[src/rtl/frame_sched_pkg.sv]
// modem_sched_pkg: shared scheduler state type and default sample-counter sizing
package modem_sched_pkg;
    typedef enum logic [1:0] {IDLE, BURST, GAP, DONE} sched_state_t;
    localparam int SYM_LEN = 1024;
    localparam int CNT_W   = $clog2(SYM_LEN);
endpackage

[src/rtl/frame_sched.sv]
// frame_sched: gates a continuous IQ stream into fixed-length bursts separated by a programmable gap
// Ports: iclk/irst (sync, active-high); istart/istop/inum_frames/igap/ictrl run control;
// ival/idata/iready sample input; oval/osop/olast/odata registered burst output;
// octrl latched mode; obusy/odone/odrop/ofrm_cnt run status.
module frame_sched
    import modem_sched_pkg::*;
#(
    parameter int pDAT_W   = 32,
    parameter int pSYM_LEN = SYM_LEN,
    parameter int pGAP_W   = 20,
    parameter int pFRM_W   = 8
) (
    input  logic              iclk,
    input  logic              irst,
    input  logic              istart,
    input  logic              istop,
    input  logic [pFRM_W-1:0] inum_frames,
    input  logic [pGAP_W-1:0] igap,
    input  logic [1:0]        ictrl,
    input  logic              ival,
    input  logic [pDAT_W-1:0] idata,
    input  logic              iready,
    output logic              oval,
    output logic              osop,
    output logic              olast,
    output logic [pDAT_W-1:0] odata,
    output logic [1:0]        octrl,
    output logic              obusy,
    output logic              odone,
    output logic              odrop,
    output logic [pFRM_W-1:0] ofrm_cnt
);
    localparam int CW = $clog2(pSYM_LEN);
    localparam logic [CW-1:0] LAST = CW'(pSYM_LEN - 1);

    sched_state_t      state_q, state_d;
    logic [CW-1:0]     cnt_q, cnt_d;
    logic [pGAP_W-1:0] gap_q, gap_d, igap_q, igap_d;
    logic [pFRM_W-1:0] frm_q, frm_d, nfrm_q, nfrm_d;
    logic [1:0]        ctrl_q, ctrl_d;
    logic              stop_q, stop_d;
    logic              val_q, sop_q, last_q, drop_q;
    logic [pDAT_W-1:0] data_q;
    logic              acc, fin, pend;

    assign acc  = (state_q == BURST) & ival & iready;
    assign fin  = acc & (cnt_q == LAST);
    // a stop raised in the same cycle as the deciding sample still counts as pending
    assign pend = stop_q | istop;

    always_comb begin
        state_d = state_q;
        cnt_d   = cnt_q;
        gap_d   = gap_q;
        frm_d   = frm_q;
        nfrm_d  = nfrm_q;
        igap_d  = igap_q;
        ctrl_d  = ctrl_q;
        stop_d  = stop_q | (istop & (state_q != IDLE));
        case (state_q)
            IDLE: begin
                stop_d = istart & istop;
                if (istart) begin
                    nfrm_d  = inum_frames;
                    igap_d  = igap;
                    ctrl_d  = ictrl;
                    cnt_d   = '0;
                    frm_d   = '0;
                    state_d = BURST;
                end
            end
            BURST: begin
                if (acc) cnt_d = fin ? '0 : cnt_q + 1'b1;
                if (fin) begin
                    frm_d   = frm_q + 1'b1;
                    gap_d   = igap_q;
                    state_d = (pend || (nfrm_q != '0 && (frm_q + 1'b1) == nfrm_q)) ? DONE :
                              (igap_q != '0) ? GAP : BURST;
                end
            end
            GAP: begin
                gap_d   = gap_q - 1'b1;
                state_d = pend ? DONE : (gap_q == 1) ? BURST : GAP;
            end
            DONE: begin
                stop_d  = 1'b0;
                state_d = IDLE;
            end
        endcase
    end

    always_ff @(posedge iclk) begin
        if (irst) begin
            state_q <= IDLE;
            cnt_q   <= '0;
            gap_q   <= '0;
            frm_q   <= '0;
            nfrm_q  <= '0;
            igap_q  <= '0;
            ctrl_q  <= '0;
            stop_q  <= 1'b0;
            val_q   <= 1'b0;
            sop_q   <= 1'b0;
            last_q  <= 1'b0;
            drop_q  <= 1'b0;
            data_q  <= '0;
        end else begin
            state_q <= state_d;
            cnt_q   <= cnt_d;
            gap_q   <= gap_d;
            frm_q   <= frm_d;
            nfrm_q  <= nfrm_d;
            igap_q  <= igap_d;
            ctrl_q  <= ctrl_d;
            stop_q  <= stop_d;
            val_q   <= acc;
            sop_q   <= acc & (cnt_q == '0);
            last_q  <= fin;
            drop_q  <= (state_q == BURST) & ival & ~iready;
            if (acc) data_q <= idata;
        end
    end

    assign oval     = val_q;
    assign osop     = sop_q;
    assign olast    = last_q;
    assign odata    = data_q;
    assign octrl    = ctrl_q;
    assign obusy    = state_q != IDLE;
    assign odone    = state_q == DONE;
    assign odrop    = drop_q;
    assign ofrm_cnt = frm_q;
endmodule

[config.mk]
export PLATFORM = sky130hd
export DESIGN_NAME = frame_sched
export DESIGN_NICKNAME = d
export VERILOG_FILES = /design/src/rtl/frame_sched_pkg.sv /design/src/rtl/frame_sched.sv
export SDC_FILE = /design/constraint.sdc
export NUM_CORES = 1
export LEC_CHECK = 0
export CAP_MARGIN = 10
export CELL_PAD_IN_SITES_DETAIL_PLACEMENT = 1
export CELL_PAD_IN_SITES_GLOBAL_PLACEMENT = 1
export CORE_MARGIN = 4
export CORE_UTILIZATION = 39
export DETAILED_ROUTE_END_ITERATION = 12
export PLACE_DENSITY = 0.82
export SKIP_CTS_REPAIR_TIMING = 1
export SYNTH_ARGS = -nofsm -noshare
export SYNTH_HDL_FRONTEND = slang
export SYNTH_SLANG_ARGS = --single-unit
[constraint.sdc]
create_clock -name iclk -period 5.8 [get_ports iclk]
set_input_delay 1.16 -clock iclk [delete_from_list [all_inputs] [get_ports iclk]]
set_output_delay 1.16 -clock iclk [all_outputs]
set_load 0.01 [all_outputs]
Word level (Yosys, flattened, before mapping)
Index checks and enable logic that the tools add are counted.
Operators by class
  bitwise operators: 10
  order comparisons: 0
  equal/unequal tests: 9
  divide/modulo/power cells: 0
  reductions and logical operators: 14
  shift-type cells: 0
  add/sub/neg operators: 3
  multipliers: 0
  mux-type cells: 17
Operators by type and width (number)
  $pmux 20 s2: 1
  $mux 10: 3
  $eq 20x1->1 const B: 1
  $mux 20: 1
  $pmux 10 s2: 1
  $reduce_bool 20->1: 1
  $sub 20x1->20 const B: 1
  $mux 8: 2
  $pmux 8 s2: 1
  $mux 2: 6
  $add 10x1->10 const B: 1
  $eq 10x10->1 const B: 1
  $logic_not 10->1: 1
  $add 8x1->8 const B: 1
  $eq 8x8->1: 1
  $pmux 2 s4: 1
  $reduce_bool 8->1: 1
  $and 1x1->1: 7
  $ne 2x2->1 const B: 3
  $reduce_and 2->1: 3
  $reduce_and 3->1: 2
  $reduce_bool 2->1: 3
  $eq 2x2->1 const B: 2
  $eq 2x1->1 const B: 1
  other kinds (6): 7
Storage, ports and cells
  bits in registers: 107
  output and inout port bits: 48
  memories: 0
  bits in latches: 0
  logic and storage cells: 66
  ROM bits: 0
  input port bits: 68
  memory bits (writable): 0

Longest topological paths before layout
  depth after elaboration: 7
  gate-level depth with buffers: 10
  mapped depth without buffers: 8

Least setup slack after synthesis
No wires, ideal clock.
  path type: input -> register
  from: input port iready
  to: register frm_q[2] (netlist: ofrm_cnt[2])
  slack: 3.055 ns
  buffers on the path: 0
  required time: 5.730 ns
  data arrival time: 2.674 ns
  library setup time: 0.070 ns
  stages: 5
  cells stage by stage: nand3_2 -> o41ai_4 -> nand3_1 -> or3b_2 -> a21oi_1
Between the ends
  longest elaborated chain between the ends: 4
Ends and longest elaborated chain
  start, declared: line frame_sched.sv:22  | input logic iready,
  $and 1x1->1: line frame_sched.sv:46  | assign acc = (state_q == BURST) & ival & iready;
  $and 1x1->1: line frame_sched.sv:47  | assign fin = acc & (cnt_q == LAST);
  $ne 2x2->1 (no line)
  $reduce_and 3->1 (no line)
  end signal, assigned: line frame_sched.sv:111  | frm_q <= frm_d;
  end, declared: line frame_sched.sv:39  | logic [pFRM_W-1:0] frm_q, frm_d, nfrm_q, nfrm_d;
No other way between the ends.
A chain may end at the register's enable or synchronous reset.

Worst setup path in the final report
  from: input port iready
  to: register gap_q[3]
Between the ends
  longest elaborated chain between the ends: 4
Ends and longest elaborated chain
  $and 1x1->1: line frame_sched.sv:46
  $and 1x1->1: line frame_sched.sv:47
  $ne 2x2->1 (no line)
  $reduce_and 2->1 (no line)
  end signal, assigned: line frame_sched.sv:110  | gap_q <= gap_d;
  end, declared: line frame_sched.sv:38  | logic [pGAP_W-1:0] gap_q, gap_d, igap_q, igap_d;
No other way between the ends.

==> flow_metrics.env <==
export IMPL_hold_viol_final=0
export IMPL_die_y_um=121
export IMPL_wirelength_um=14800
export IMPL_rsz0062_at_grt="no"
export IMPL_syn_cell_area_um2=4960
export IMPL_core_um2=12200
export IMPL_overflow=0
export IMPL_fmax_mhz=255
export IMPL_cts_tree="yes"
export IMPL_drive_above_1_share_pct=4.48
export IMPL_grt_use_total_pct=20.8
export IMPL_tns_ns=0
export IMPL_nets=809
export IMPL_initial_core_util_pct=40.6
export IMPL_fin_crit_ns=3.93
export IMPL_gp_congestion=0.791
export IMPL_dp_worst_setup_slack_ns=1.53
export IMPL_fin_crit_sh_pct=67.7
export IMPL_clk_latency_ns=0.36
export IMPL_cts_buffer_depth=2
export IMPL_vias_per_cell=5.46
export IMPL_first_global_vias=5045
export IMPL_wl_per_cell_um=16.3
export IMPL_drc_errors=0
export IMPL_die_w_um=121
export IMPL_avgSynthCellArea_um2=7.73
export IMPL_slew_headroom_pct=23.4
export IMPL_finClkSkew_ns=0.00931
export IMPL_crit_type="primary input to flip-flop"
export IMPL_final_fill_count=1528
export IMPL_drt_initial_drc_count=168
export IMPL_min_path_cells=2
export IMPL_syn_inst=642
export IMPL_die_area_um2=14600
export IMPL_vias=4942
export IMPL_grt_pass1_wl_um=24800
export IMPL_start_kind="primary input"
export IMPL_cts_buffers=9
export IMPL_row_count=40
export IMPL_synth_edf_count=0
export IMPL_worstMarginPinSlew_ns=1.15
export IMPL_reg2reg_to="gap_q[3]$_SDFFE_PP0P_"
export IMPL_cp_required_ns=6.00
export IMPL_maxCapViolations=0
export IMPL_synthArstFlopShare_pct=0
export IMPL_finalWorstSetupSlack_ns=1.87
export IMPL_p_per_area_nw_per_um2=353
export IMPL_yosysTopAreaCellShare_pct=43.2
export IMPL_cts_sinks=107
export IMPL_worstPathMaxFanout=36
export IMPL_antenna_found_initial=0
export IMPL_htreeDepth=3
export IMPL_yosysSeqAreaShare_pct=43.2
export IMPL_outcome="complete, no violations"
export IMPL_ant_nets=0
export IMPL_syn_num_nets=719
export IMPL_r2r_start="state_q[1]$_SDFFE_PP0P_"
export IMPL_hold_start="odata[31]$_SDFFE_PP0P_"
export IMPL_cts_clk_slew_worst_paths_ns=0.07
export IMPL_cp_arrival_ns=4.12
export IMPL_diodes=0
export IMPL_cts_root_buf="clkbuf_16"
export IMPL_finalMaxSlewViolations=0
export IMPL_grt_max_degree=109
export IMPL_endpoint_kind="flip-flop"
export IMPL_reg2reg_slack_ns=2.41
export IMPL_holdPathEnd="odata[31]$_SDFFE_PP0P_"
export IMPL_synth_ff_type="dfxtp_1"
export IMPL_hold_path_class="flip-flop to flip-flop"
export IMPL_power_static_leakage_nw=2.22
export IMPL_r2r_cells=9
export IMPL_multi_input_area_um2=2580
export IMPL_ys_seq_elements=107
export IMPL_syn2layout_area_growth_pct=30.0
export IMPL_portBuffers=115
export IMPL_yosysUniqueCellTypes=56
export IMPL_hold_slack_ns=0.458
export IMPL_seqCellArea_um2=2140
export IMPL_synth_largest_area_cell="dfxtp_1"
export IMPL_ir_drop_v=0.000136
export IMPL_setup_viol=0
export IMPL_yosysWarnings=0
export IMPL_ios=116
export IMPL_drt_first_pass_iters=4
export IMPL_hpwlAfterDp_um=10300
export IMPL_yosys_top_cells_area="dfxtp_1 43%, nand2_1 13%, a21oi_1 10%, nor2_1 2.6%, clkbuf_1 2.5%"
-- synthesized netlist by cell type (2+ instances only) --
master    count
and2_1        4
or4_1         2
nor4_1       16
nand2_1     166
a22oi_1       2
nand3b_1      2
dfxtp_1     107
nor2_1       35
nand4b_1      5
nor2b_1       5
nand2b_1      3
clkbuf_8      5
nor3_1       18
a211oi_1      9
clkbuf_1     33
inv_1         9
o22ai_1       7
o21a_1        3
ha_1          9
nor3b_1       2
and3_1        4
nand3_1      12
xor2_1        3
o32ai_1       2
xnor2_1      10
a21oi_1     100
or3_1         6
a31oi_1       2
o21ai_0      22
nand4_1       9
a21o_1        2
and4_1        2
o31ai_1       3
-- critical path, cell delays in order --
cell	delay (ns)
clkdlybuf4s50_1	0.52
nand3_2	0.60
nor4_1	0.73
a21o_1	0.65
o21ai_0	0.19
a21oi_1	0.20
nor2_1	0.06
-- kinds of logic (layout without fill, tap and decap cells) --
kind of cell	count (synthesis)	count (layout)	share of synthesized area [%]
AOI/OAI and AO/OA	163	163	19.1
xor gates and xnor gates	13	13	2.29
adders and majority gates	9	9	2.27
buffers and inverters	49	144	4.87
DFF	107	107	43.2
muxes	1	1	0.202
and+or+nand+nor	300	300	28.1
-- sequential cells by signal, indices dropped and copies added (netlist names) --
| name | flops |
|---|---|
| ofrm_cnt | 8 |
| state_q | 2 |
| odrop | 1 |
| osop | 1 |
| octrl | 2 |
| cnt_q | 10 |
| odata | 32 |
| oval | 1 |
| igap_q | 20 |
| stop_q | 1 |
| olast | 1 |
| gap_q | 20 |
| nfrm_q | 8 |
-- worst max-delay path by stage --
stage | start | endpoint | slack, ns | cells after the start
global route | ival | gap_q[2]$_SDFFE_PP0P_ | 1.61 | 7
detailed placement | iready | gap_q[2]$_SDFFE_PP0P_ | 1.53 | 7
floorplan | iready | ofrm_cnt[2]$_SDFFE_PP0P_ | 3.06 | 5
finish | iready | gap_q[3]$_SDFFE_PP0P_ | 1.87 | 7
CTS | iready | gap_q[2]$_SDFFE_PP0P_ | 1.89 | 7
global placement | iready | gap_q[3]$_SDFFE_PP0P_ | 1.65 | 7
-- per-layer routing --
metal  up-vias  global-route usage, %  wire, um
li1       2414                      -         -
met1      2385                   26.8      6900
met2       131                   35.0      6920
met3        12                   4.02       749
met4         0                   6.87       218
met5         -                      0         0
-- power by group --
part | leakage (nW) | switching [W] | internal, W
logic | 1.21 | 0.000458 | 0.000301
registers | 0.869 | 0.0000647 | 0.000810
clock network | 0.144 | 0.000284 | 0.000359
-- metrics by stage --
step | util, % | total power (W) | area (um^2) | instances
floorplan | - | 0.00140 | 4960 | 642
global placement | 50.3 | 0.00161 | 6140 | 889
detailed placement | 50.3 | 0.00165 | 6140 | 889
CTS | 52.9 | 0.00230 | 6450 | 905
global route | 52.9 | 0.00243 | 6450 | 905
finish | 52.9 | 0.00228 | 6450 | 905
-- area by class of cell --
type,count,area share (%)
Multi-Input combinational cell,486,40.0
Sequential cell,107,33.2
Tap cell,168,3.26
Clock inverter,5,0.950
Inverter,10,0.582
Clock buffer,11,3.92
Timing Repair Buffer,118,18.1
-- layout by cell type, fill, tap and decap left out, types with 10 or more instances in the layout --
cell type	instances
nor2_1	35
nor3_1	18
a21oi_1	100
clkdlybuf4s50_1	114
nand3_1	12
dfxtp_1	107
nor4_1	16
o21ai_0	22
nand2_1	166
xnor2_1	10
Note: power is estimated with default switching activity, not from simulation.
